## src/rtl/jk_down_counter_pkg.sv

```systemverilog
// ---------------------------------------------------------------------------
// jk_down_counter_pkg
//   Shared types and constants for the loadable JK down counter.
//   - DEFAULT_WIDTH : default counter / load-value width
//   - state_e       : controller state (IDLE, RUN, DONE)
//   - jk_next()     : next-state equation of a JK flip-flop
// ---------------------------------------------------------------------------
package jk_down_counter_pkg;

  localparam int DEFAULT_WIDTH = 4;

  typedef enum logic [1:0] {
    IDLE = 2'd0,
    RUN  = 2'd1,
    DONE = 2'd2
  } state_e;

  // J sets, K clears, J=K=1 toggles, J=K=0 holds.
  function automatic logic jk_next(input logic q, input logic j, input logic k);
    return (j & ~q) | (~k & q);
  endfunction

endpackage

```

## src/rtl/jk_down_counter_if.sv

```systemverilog
// ---------------------------------------------------------------------------
// jk_down_counter_if
//   Control / status bundle of one counter stage.
//   master : drives load, din, en, auto; observes q, tc, done, busy
//   slave  : the counter itself
//   load  - parallel load strobe (starts a count)
//   din   - load value, also captured as the auto-reload value
//   en    - count enable, one decrement per enabled cycle
//   auto  - 1: reload at terminal count, 0: one-shot
//   q     - current count
//   tc    - terminal count (combinational), chains stages
//   done  - one-cycle registered pulse after each terminal event
//   busy  - counter is running
// ---------------------------------------------------------------------------
interface jk_down_counter_if #(
  parameter int WIDTH = jk_down_counter_pkg::DEFAULT_WIDTH
);
  logic             load;
  logic [WIDTH-1:0] din;
  logic             en;
  logic             auto;
  logic [WIDTH-1:0] q;
  logic             tc;
  logic             done;
  logic             busy;

  modport master (
    output load, din, en, auto,
    input  q, tc, done, busy
  );

  modport slave (
    input  load, din, en, auto,
    output q, tc, done, busy
  );
endinterface

```

## src/rtl/jk_down_counter_jk_cell.sv

```systemverilog
// ---------------------------------------------------------------------------
// jk_cell
//   One synchronous JK flip-flop, synchronous active-high clear.
//   clk  - clock (rising edge)
//   clr  - synchronous clear, wins over J/K
//   j_i  - J input
//   k_i  - K input
//   q_o  - stored bit
// ---------------------------------------------------------------------------
module jk_cell
  import jk_down_counter_pkg::*;
(
  input  logic clk,
  input  logic clr,
  input  logic j_i,
  input  logic k_i,
  output logic q_o
);

  logic q_q;
  logic q_d;

  assign q_d = jk_next(q_q, j_i, k_i);

  always_ff @(posedge clk) begin
    if (clr) q_q <= 1'b0;
    else     q_q <= q_d;
  end

  assign q_o = q_q;

endmodule

```

## src/rtl/jk_down_counter.sv

```systemverilog
// ---------------------------------------------------------------------------
// jk_down_counter
//   Synchronous, loadable, cascadable down counter built from JK cells.
//   One-shot or auto-reload timer; tc chains stages (lower tc -> upper en).
//   clk  - clock, all state on rising edge
//   clr  - synchronous active-high reset (priority: clr > load > count)
//   bus  - jk_down_counter_if slave: load/din/en/auto in, q/tc/done/busy out
// ---------------------------------------------------------------------------
module jk_down_counter
  import jk_down_counter_pkg::*;
#(
  parameter int WIDTH = DEFAULT_WIDTH
) (
  input  logic              clk,
  input  logic              clr,
  jk_down_counter_if.slave  bus
);

  state_e           state_q;
  logic [WIDTH-1:0] reload_q;
  logic             done_q;

  logic [WIDTH-1:0] q;
  logic [WIDTH-1:0] t;
  logic [WIDTH-1:0] j;
  logic [WIDTH-1:0] k;
  logic             q_zero;
  logic             run;
  logic             term;
  logic             cnt_en;

  assign q_zero = (q == '0);
  assign run    = (state_q == RUN);
  // Terminal logic replaces the borrow: at zero we never decrement.
  assign term   = run & bus.en & q_zero;
  assign cnt_en = run & bus.en & ~q_zero;

  // Down-count toggle terms: bit i flips when every lower bit is zero.
  for (genvar i = 0; i < WIDTH; i++) begin : g_tog
    if (i == 0) begin : g_lsb
      assign t[i] = cnt_en;
    end else begin : g_upper
      assign t[i] = cnt_en & (q[i-1:0] == '0);
    end
  end

  // J/K steering: load, reload or toggle; otherwise hold (J=K=0).
  always_comb begin
    j = '0;
    k = '0;
    if (bus.load) begin
      j = bus.din;
      k = ~bus.din;
    end else if (term && bus.auto) begin
      j = reload_q;
      k = ~reload_q;
    end else if (cnt_en) begin
      j = t;
      k = t;
    end
  end

  jk_cell u_cell [WIDTH-1:0] (
    .clk (clk),
    .clr (clr),
    .j_i (j),
    .k_i (k),
    .q_o (q)
  );

  // Controller: state, reload value and the done pulse.
  always_ff @(posedge clk) begin
    if (clr) begin
      state_q  <= IDLE;
      reload_q <= '0;
      done_q   <= 1'b0;
    end else if (bus.load) begin
      reload_q <= bus.din;
      if (bus.din == '0) begin
        // Zero load expires immediately.
        state_q <= DONE;
        done_q  <= 1'b1;
      end else begin
        state_q <= RUN;
        done_q  <= 1'b0;
      end
    end else begin
      unique case (state_q)
        RUN: begin
          if (bus.en && q_zero) begin
            done_q <= 1'b1;
            if (!bus.auto) state_q <= DONE;
          end else begin
            done_q <= 1'b0;
          end
        end
        default: done_q <= 1'b0;
      endcase
    end
  end

  assign bus.q    = q;
  assign bus.tc   = term;
  assign bus.done = done_q;
  assign bus.busy = run;

endmodule

```

## src/flat_wrapper.sv

```systemverilog
// flat-port wrapper written by rule: the top's interface ports become plain ports
module jk_down_counter_flat import jk_down_counter_pkg::*;
#(
  parameter int WIDTH = DEFAULT_WIDTH
)
  (clk, clr, bus_load, bus_din, bus_en, bus_auto, bus_q, bus_tc, bus_done, bus_busy);
  jk_down_counter_if #(.WIDTH(WIDTH)) bus_i ();
  input  logic clk;
  input  logic clr;
  input wire logic [$bits(bus_i.load)-1:0] bus_load;
  input wire logic [$bits(bus_i.din)-1:0] bus_din;
  input wire logic [$bits(bus_i.en)-1:0] bus_en;
  input wire logic [$bits(bus_i.auto)-1:0] bus_auto;
  output wire logic [$bits(bus_i.q)-1:0] bus_q;
  output wire logic [$bits(bus_i.tc)-1:0] bus_tc;
  output wire logic [$bits(bus_i.done)-1:0] bus_done;
  output wire logic [$bits(bus_i.busy)-1:0] bus_busy;
  assign bus_i.load = bus_load;
  assign bus_i.din = bus_din;
  assign bus_i.en = bus_en;
  assign bus_i.auto = bus_auto;
  assign bus_q = bus_i.q;
  assign bus_tc = bus_i.tc;
  assign bus_done = bus_i.done;
  assign bus_busy = bus_i.busy;
  jk_down_counter #(.WIDTH(WIDTH)) u_core (.clk(clk), .clr(clr), .bus(bus_i));
endmodule
```

## config.mk

```make
export PLATFORM = sky130hd
export DESIGN_NAME = jk_down_counter_flat
export DESIGN_NICKNAME = d
export VERILOG_FILES = /design/src/rtl/jk_down_counter_pkg.sv /design/src/rtl/jk_down_counter_if.sv /design/src/rtl/jk_down_counter_jk_cell.sv /design/src/rtl/jk_down_counter.sv /design/src/flat_wrapper.sv
export SDC_FILE = /design/constraint.sdc
export NUM_CORES = 1
export LEC_CHECK = 0
export CORE_MARGIN = 2
export CORE_UTILIZATION = 40
export DETAILED_ROUTE_END_ITERATION = 8
export PLACE_DENSITY = 0.67
export SYNTH_ARGS = -nofsm -noshare
export SYNTH_HDL_FRONTEND = slang
export SYNTH_SLANG_ARGS = --single-unit
```

## constraint.sdc

```tcl
create_clock -name clk -period 2.4 [get_ports clk]
set_input_delay 0.36 -clock clk [delete_from_list [all_inputs] [get_ports clk]]
set_output_delay 0.36 -clock clk [all_outputs]
set_load 0.05 [all_outputs]
```

==> impl_results.md, run 1 <==
- Status: complete, no violations
- Vias/cell: 5.311
- Synth Net Count: 71
- Clk root buf: clkbuf_4
- Syn avg cell area: 8.839 sq um
- Multiplexer area fraction after synthesis: 5.479%
- Clock skew after layout: 0.5891 ps
- Chip height: 41.02 microns
- DR iter-0 viols: 5
- FF+latch count, synth: 11
- Pwr Density: 600.5 nW/um^2
- Total CTS buffers: 3
- Worst-margin pin slew: 491.6 ps
- XOR/XNOR Fraction of Synth Area: 0%
- Post-synthesis compound-gate area fraction: 21.92%
- Detailed Route WL: 1.064 mm
- DR vias: 478
- Die X-Extent: 41.02 microns
- RePlAce Congestion: 0.7091
- Post-Synthesis Cells: 62
- Post-DRT Antenna Nets: 0
- Slew headroom: 67.12%
- Dpl ws: 409.3 ps
- Slowest cell delay on critical path: 480 ps
- First-pass GRT wire length: 1.807 mm
- Reg clk slew, reported paths: 70 ps
- Setup bufs post-CTS: 0
- CP arrival: 1630 ps
- Max rail drop VDD: 0.3118 mV
- Largest net degree at the start of global routing: 16
- Data required time at the worst endpoint: 2040 ps
- Synth Cell Area: 548.0 sq um
- Core area: 1285 sq um
- Final hold viol count: 0
- Final HPWL DP: 802.4 microns
- Synth Area in Adders: 0%
- Final period util: 83.09%
- CP Capture Type: output port
- Synth warn: 0
- WS Path Type: in -> out
- # IOs: 16
- Initial Util: 42.65%
- Gr ovfl total: 0
- Clock buffer depth: 2
- Main combinational cell family by area after synthesis: compound AO/OA/AOI/OAI gates
- Hold Path Class: reg -> reg
- FP Rows: 13
- Hold path depth: 2
- Post-synthesis async set-or-reset flop share: 0%
- Setup repair after global routing missed its margin: false
- Setup TNS: 0 ps
- LEAKAGE: 0.2706 nW
- Gr usage total: 17.58%
- Post-CTS sizing: 0
- Nets: 85
- Maximum capacitance violations: 0
- Ant. Diodes: 0
- Average wire per cell in the routed design: 11.82 microns
- Vias in the first global route: 408
- Drt pass-1 iters: 4
- FF-to-FF path depth: 3
- CTS tree: built
- Layout Area Growth over Synthesis: 30.37%
- Hold Buf Count CTS: 0
- Worst setup SP type: input port
- Share of layout cells above drive strength 1: 8.000%
- Final setup margin: 405.8 ps
- Final Slew Violations: 0
- Fin crit period: 1994 ps
- CTS sink count: 11
- Sequential element share of the synthesized area: 40.18%
- Ys flop type: dfxtp_1
- Worst-Skew Late Latency: 270 ps
- Initial antenna violation count: 0
- Area of the die: 1682 sq um
- Port bufs: 15
- Post-Synth Simple-Gate Area: 21.23%
- Slowest CP cell: clkdlybuf4s50_1
- EDFF count, synth: 0
- Setup violations, final: 0
- DRC Markers: 0
- H-tree Lvls: 1
- Worst-path maximum fanout: 8
- CP cell instances: clkdlybuf4s50_1, nand4bb_1, nor2_1, buf_12
- FMAX: 501.5 MHz
- Post-synth cell types: 28
[synth_stat cells, types with 2 or more instances]
library cell / count / area, sq um
clkbuf_1: 2 / 7.510
a21oi_1: 5 / 25.02
nor2_1: 6 / 22.52
buf_4: 4 / 30.03
nand2_1: 3 / 11.26
or4_1: 2 / 15.01
dfxtp_1: 11 / 220.2
nor2b_1: 2 / 12.51
o21ai_0: 2 / 10.01
or3_1: 3 / 18.77
o31a_1: 2 / 17.52
mux2i_1: 3 / 30.03
inv_1: 2 / 7.510
[flip-flops by register name, indices dropped and copies added, names as in the netlist]
name,cells
u_core.u_cell.q_o,4
u_core.state_q,2
u_core.reload_q,4
u_core.bus.done,1
[metrics by stage]
stage / area (sq um) / std cells / utilization [%] / power [mW] / hold WS, ps
floorplan: 548.0 / 62 / - / 0.2740 / 444.4
global placement: 688.2 / 86 / 53.55 / 0.3058 / 456.8
detailed placement: 688.2 / 86 / 53.55 / 0.3065 / 463.6
CTS: 714.4 / 90 / 55.60 / 0.4383 / 476.1
global route: 714.4 / 90 / 55.60 / 0.4557 / 505.2
finish: 714.4 / 90 / 55.60 / 0.4290 / 472.7
[final timing paths]
path | startpoint | slack (ps) | endpoint
min reg2reg | u_core.reload_q[2] | 470 | u_core.reload_q[2]
max | bus_en | 410 | bus_tc
max reg2reg | u_core.u_cell[0].q_o | 1000 | u_core.u_cell[3].q_o
min | u_core.reload_q[2] | 470 | u_core.reload_q[2]
[report_power, final]
group,leakage [nW],switching [mW],internal [mW],total (mW)
Combinational,0.165,0.0536,0.0443,0.0978
Clock,0.0150,0.0627,0.0645,0.127
Sequential,0.0910,0.00963,0.194,0.204
[cells by family after synthesis]
kind of cell    after synthesis
simple gates                 21
compound gates               17
flops                        11
buf+inv                      10
mux                           3
[metal layers]
metal / GRT usage, % / wire length [microns]
met1: 21.04 / 519
met2: 24.22 / 442
met3: 9.783 / 78
met4: 10.00 / 24
met5: 0 / 0
[placed cells by master, fill, tap and decap left out]
master | netlist | layout
nor3b_1 | 1 | 1
or3_1 | 3 | 3
or4_1 | 2 | 2
a221oi_1 | 1 | 1
nor2b_1 | 2 | 2
nand4bb_1 | 1 | 1
clkdlybuf4s50_1 | 0 | 14
dfxtp_1 | 11 | 11
o31a_1 | 2 | 2
nor2_1 | 6 | 6
a311o_1 | 1 | 1
nand2_1 | 3 | 3
nor3_1 | 1 | 1
clkbuf_4 | 0 | 3
a211oi_1 | 1 | 1
inv_1 | 2 | 2
o311a_1 | 1 | 1
o21a_1 | 1 | 1
clkbuf_1 | 2 | 1
buf_4 | 4 | 2
o21ai_0 | 2 | 2
a21oi_1 | 5 | 5
a21boi_0 | 1 | 1
and2_1 | 1 | 1
mux2i_1 | 3 | 3
a2111oi_0 | 1 | 1
buf_12 | 0 | 1
nand2b_1 | 1 | 1
o211ai_1 | 1 | 1
[critical path, delay by kind of cell]
| family | cells | cell delay [ps] |
|---|---|---|
| AND/OR/NAND/NOR | 2 | 610 |
| buffers and inverters | 2 | 660 |
[cell type report]
class                      count  area, sq um
tap                           15        18.77
inverter                       2        7.507
fill                         135        570.5
timing repair buffer          17        175.2
multi-input combinational     41        266.5
sequential                    11        220.2
clock buffer                   4        26.28
Note: power is estimated with default switching activity, not from simulation.
==> inputs of run 2 (changes only) <==
==> constraint.sdc (replaced) <==
create_clock -name clk -period 2 [get_ports clk]
set_input_delay 0.3 -clock clk [delete_from_list [all_inputs] [get_ports clk]]
set_output_delay 0.3 -clock clk [all_outputs]
set_load 0.05 [all_outputs]
==> run 2 against run 1 <==
Against the previous run: via count grew 3.1%; critical path depth shrank 2; sequential share of layout area down 0.37 points; non-clock buffer count increased by 1; routed wire length is 3.1% higher; clock power rose by 23%; first-iteration DRC count increased by 100%; clock-buffer cell count down 1; design area up 1.2%; setup slack worse by 310 ps; critical path type is now reg -> out; critical endpoint is now bus_busy; largest power group unchanged.
==> impl_results.md, run 2 (synthesis results as in run 1) <==
- Status: complete, no violations
- Vias in the first global route: 435 (+6.6%)
- Die X-Extent: 41.02 microns (unchanged)
- FP Rows: 13 (unchanged)
- Hold Path Class: reg -> reg
- Final Slew Violations: 0 (unchanged)
- Worst-Skew Late Latency: 280 ps (about the same)
- FMAX: 525.4 MHz
- First-pass GRT wire length: 1.835 mm (+1.5%)
- Vias/cell: 5.418 (+2.0%)
- DRC Markers: 0 (unchanged)
- Layout Area Growth over Synthesis: 31.96%
- Clock skew after layout: 7.327 ps (+6.737 ps)
- Post-DRT Antenna Nets: 0 (unchanged)
- Total CTS buffers: 3 (unchanged)
- WS Path Type: reg -> out
- Setup violations, final: 0 (unchanged)
- Initial antenna violation count: 0 (unchanged)
- Worst-margin pin slew: 488.3 ps (-3.287 ps)
- Hold Buf Count CTS: 0 (unchanged)
- Final hold viol count: 0 (unchanged)
- Final HPWL DP: 807.1 microns (+0.59%)
- Max rail drop VDD: 0.4046 mV (+30%)
- # IOs: 16 (unchanged)
- Final Util: 56.28% (+0.68 points)
- Final period util: 95.17%
- Clock buffer depth: 2 (unchanged)
- Setup bufs post-CTS: 0 (unchanged)
- Average wire per cell in the routed design: 12.05 microns (+2.0%)
- CP arrival: 1600 ps (-30 ps)
- Data required time at the worst endpoint: 1700 ps (-340 ps)
- Clk root buf: clkbuf_4
- Share of layout cells above drive strength 1: 10.53% (+2.5 points)
- Fin crit period: 1903 ps
- Port bufs: 15 (unchanged)
- Most common cell after layout, fill and taps aside: clkdlybuf4s50_1
- Setup repair after global routing missed its margin: false
- CTS sink count: 11 (unchanged)
- Largest net degree at the start of global routing: 16 (unchanged)
- Pwr Density: 719.1 nW/um^2 (+20%)
- Dpl ws: 250.5 ps (-158.8 ps)
- Nets: 86 (+1.2%)
- Drt pass-1 iters: 4 (unchanged)
- Most frequent cells in the layout: clkdlybuf4s50_1 (14), dfxtp_1 (11), nor2_1 (6)
- Worst setup SP type: register
- Area of the die: 1682 sq um (unchanged)
- Reg clk slew, reported paths: 80 ps (about the same)
- Slew headroom: 67.34% (+0.22 points)
- Worst-path maximum fanout: 3 (-5)
- CP Capture Type: output port
- Ant. Diodes: 0 (unchanged)
- Post-CTS sizing: 0 (unchanged)
- DR iter-0 viols: 10 (+5)
- Gr usage total: 18.13% (+0.55 points)
- H-tree Lvls: 1 (unchanged)
- Worst R2R Setup Slack: 630 ps (-370 ps)
- CTS tree: built
- RePlAce Congestion: 0.6905 (-2.6%)
- Total power: 0.5200 mW (+21%)
- Final setup margin: 96.56 ps (-309.3 ps)
- Maximum capacitance violations: 0 (unchanged)
- Setup TNS: 0 ps (unchanged)
- Core area: 1285 sq um (unchanged)
- Initial Util: 42.65% (unchanged)
- Filler cells: 128 (-5.2%)
- Gr ovfl total: 0 (unchanged)
- DR vias: 493 (+3.1%)
- Detailed Route WL: 1.097 mm (+3.1%)
- Final hold slack: 482.9 ps (+10.18 ps)
- LEAKAGE: 0.2776 nW (+2.6%)
- Chip height: 41.02 microns (unchanged)
-- run 2: worst paths after layout --
kind / from / cells after the start / endpoint
setup reg to reg: u_core.state_q[1] / 4 / u_core.u_cell[2].q_o
hold reg to reg: u_core.reload_q[2] / 2 / u_core.reload_q[2]
setup / recovery: u_core.state_q[0] / 2 / bus_busy
hold / removal: u_core.reload_q[2] / 2 / u_core.reload_q[2]
-- run 2: worst max-delay path: stages, from the launching register on --
cell and delay [ps]:
dfxtp_1 350, nor2b_1 160, clkdlybuf4s50_1 810
-- run 2: where the power goes --
part | switching [mW] | internal (mW) | total, mW
Combinational | 0.0649 | 0.0543 | 0.119
Clock | 0.0818 | 0.0742 | 0.156
Sequential | 0.0117 | 0.233 | 0.245
-- run 2: final cells by class --
| cell class | count | area (sq um) | share of cell area (%) |
|---|---|---|---|
| clock buffers | 3 | 22.52 | 3.114 |
| flip-flops and latches | 11 | 220.2 | 30.45 |
| multi-input cells | 41 | 266.5 | 36.85 |
| inverters | 2 | 7.507 | 1.038 |
| repair buffers | 18 | 182.7 | 25.26 |
| well taps | 15 | 18.77 | 2.595 |
| clock inverters | 1 | 5.005 | 0.6920 |
-- run 2: metrics by stage --
stage	area [sq um]	cells
4_1_cts	723.2	91
6_report	723.2	91
3_5_place_dp	695.7	87
2_1_floorplan	548.0	62
3_3_place_gp	695.7	87
5_1_grt	723.2	91
-- run 2: metal layers --
| metal | global-route usage [%] | wire (microns) | up-vias |
|---|---|---|---|
| li1 | - | - | 246 |
| met1 | 21.05 | 527 | 222 |
| met2 | 26.17 | 463 | 21 |
| met3 | 9.783 | 83 | 4 |
| met4 | 10.00 | 22 | 0 |
| met5 | 0 | 0 | - |
==> inputs of run 3 (changes only) <==
--- a/config.mk
+++ b/config.mk
@@ -5,10 +5,10 @@
 export SDC_FILE = /design/constraint.sdc
 export NUM_CORES = 1
 export LEC_CHECK = 0
-export CORE_MARGIN = 2
-export CORE_UTILIZATION = 40
+export CORE_AREA = 2 2 39 41
 export DETAILED_ROUTE_END_ITERATION = 8
-export PLACE_DENSITY = 0.67
+export DIE_AREA = 0 0 41 43
+export PLACE_DENSITY = 0.69
 export SYNTH_ARGS = -nofsm -noshare
 export SYNTH_HDL_FRONTEND = slang
 export SYNTH_SLANG_ARGS = --single-unit
==> run 3 against run 2 <==
Against the previous run: setup slack better by 4.1 ps; clock power is 6% lower; critical path type unchanged; largest cell class unchanged; combinational power hardly changed; non-clock buffer count stayed put; first-iteration DRC count is 50% higher; sequential power hardly changed; fmax is 0.21% higher; critical path depth stayed put; design area stayed put; register-to-register slack hardly changed.
==> impl_results.md, run 3 (synthesis results as in run 1) <==
- Routing usage on met1: 23.38% (+2.3 points)
- Final instance area: 723.2 sq um (unchanged)
- Worst-Skew Late Latency: 270 ps (about the same)
- Area of the die: 1763 sq um (+4.8%)
- Status: complete, no violations
- First-pass GRT wire length: 1.952 mm (+6.4%)
- FF-to-FF path depth: 4 (unchanged)
- Fin crit period: 1899 ps (-4.069 ps)
- Placed instance area: 696.9 sq um (+0.18%)
- LEAKAGE: 0.2749 nW (-0.98%)
- FP Rows: 14 (+1)
- Final period util: 94.97% (-0.20 points)
- Vias/cell: 5.359 (-1.1%)
- # IOs: 16 (unchanged)
- FMAX: 526.5 MHz (+0.21%)
- Most frequent cells in the layout: clkdlybuf4s50_1 (14), dfxtp_1 (11), nor2_1 (6)
- DRC Markers: 0 (unchanged)
- Vias in the first global route: 448 (+3.0%)
- NetSw: 0.1459 mW (-7.9%)
- Gr usage total: 16.72% (-1.4 points)
- Ant. Diodes: 0 (unchanged)
- CP Capture Type: output port
- Final cell count without fillers: 92 (+1.1%)
- Average wire per cell in the routed design: 11.77 microns (-2.3%)
- CTS sink count: 11 (unchanged)
- Initial antenna violation count: 0 (unchanged)
- DR vias: 493 (unchanged)
- Most common cell after layout, fill and taps aside: clkdlybuf4s50_1
- Setup TNS: 0 ps (unchanged)
- Final Slew Violations: 0 (unchanged)
- Maximum capacitance violations: 0 (unchanged)
- Data required time at the worst endpoint: 1700 ps (about the same)
- Largest net degree at the start of global routing: 12 (-4)
- Power Internal: 0.3646 mW (+0.82%)
- RePlAce Congestion: 0.7786 (+13%)
- Worst-path maximum fanout: 3 (unchanged)
- Layout Area Growth over Synthesis: 31.96% (unchanged)
- Nets: 86 (unchanged)
- Clk root buf: clkbuf_4
- Detailed Route WL: 1.083 mm (-1.3%)
- Hold Buf Count CTS: 0 (unchanged)
- Clock skew after layout: 7.558 ps (+0.2318 ps)
- Final hold viol count: 0 (unchanged)
- Setup bufs post-CTS: 0 (unchanged)
- Post-CTS sizing: 0 (unchanged)
- Reg clk slew, reported paths: 70 ps (about the same)
- Final setup margin: 100.6 ps (+4.070 ps)
- Worst setup SP type: register
- CP endpoint: bus_busy
- Logic pwr share: 23.4% (+0.5 points)
- CTS tree: built
- Final HPWL DP: 846.5 microns (+4.9%)
- Clock power frac: 28.7% (-1.3 points)
- CP arrival: 1600 ps (about the same)
- Critical path origin: u_core.state_q[0]
- Max rail drop VDD: 0.4024 mV (-0.55%)
- Port bufs: 15 (unchanged)
- Placed cells: 88 (+1.1%)
- Dpl ws: 197.6 ps (-52.92 ps)
- Setup violations, final: 0 (unchanged)
- Worst-margin pin slew: 492.6 ps (+4.319 ps)
- Setup repair after global routing missed its margin: false
- Gr ovfl total: 0 (unchanged)
- Pwr Density: 705.9 nW/um^2 (-1.8%)
- Drt pass-1 iters: 4 (unchanged)
- Clock buffer depth: 2 (unchanged)
- Die X-Extent: 41 microns (about the same)
- Reg2reg end: u_core.u_cell[1].q_o
- WS Path Type: reg -> out
- Worst R2R Setup Slack: 630 ps (about the same)
- Grt met3 use: 9.424% (-0.36 points)
- Initial Util: 39.60% (-3.0 points)
- Seq pwr share: 47.9% (+0.8 points)
- Min-Delay Startpoint: u_core.state_q[0]
- Chip height: 43 microns (+4.8%)
- Share of layout cells above drive strength 1: 9.211% (-1.3 points)
- GRT busiest layer: met1
- Reg-to-reg startpoint: u_core.u_cell[0].q_o
- Core area: 1384 sq um (+7.7%)
- H-tree Lvls: 1 (unchanged)
- Total CTS buffers: 3 (unchanged)
- Total power: 0.5105 mW (-1.8%)
- Post-DRT Antenna Nets: 0 (unchanged)
- Grt met2 use: 20.94% (-5.2 points)
- DR iter-0 viols: 15 (+5)
- Switching share of power: 28.57% (-1.9 points)
- Slew headroom: 67.05% (-0.29 points)
- Hold Path Class: reg -> reg
==> run 3: changes by cell type in the layout (fill, tap and decap cells not counted) <==
cell / change
clkbuf_1: +1
clkinv_2: -1
==> run 3: per-stage QoR <==
stage | hold slack (ps) | utilization, %
floorplan | 444.4 | -
global placement | 468.7 | 50.36
detailed placement | 471.7 | 50.36
CTS | 484.5 | 52.26
global route | 517.9 | 52.26
finish | 479.0 | 52.26
==> run 3: power by group through the flow <==
stage	logic [mW]	registers, mW	clock network [mW]
after global routing	0.129	0.247	0.171
final	0.120	0.244	0.146
after CTS	0.120	0.245	0.154
after detailed placement	0.120	0.250	0
after floorplan	0.0789	0.250	0
after global placement	0.119	0.250	0
==> run 3: final cells by class <==
class                   instances  area (sq um)
flip-flops and latches         11         220.2
clock buffers                   4         26.28
inverters                       2         7.507
well taps                      16         20.02
repair buffers                 18         182.7
fillers                       143         660.6
multi-input cells              41         266.5
==> run 3: critical path: stages (launching register included) <==
cell             delay (ps)
dfxtp_1                 350
nor2b_1                 160
clkdlybuf4s50_1         820
==> run 3: how the worst min path moves through the flow <==
stage,end,slack [ps],cells after the start
2_1_floorplan,u_core.state_q[0],440,2
3_3_place_gp,u_core.reload_q[2],470,2
3_5_place_dp,u_core.reload_q[2],470,2
4_1_cts,u_core.reload_q[2],480,2
5_1_grt,u_core.state_q[0],520,2
6_report,u_core.state_q[0],480,2
==> run 3: routing by layer <==
metal | share of wire, % | wire length [microns] | vias up
li1 | - | - | 249
met1 | 45 | 485 | 223
met2 | 46 | 501 | 19
met3 | 7.4 | 80 | 2
met4 | 1.3 | 14 | 0
met5 | 0 | 0 | -
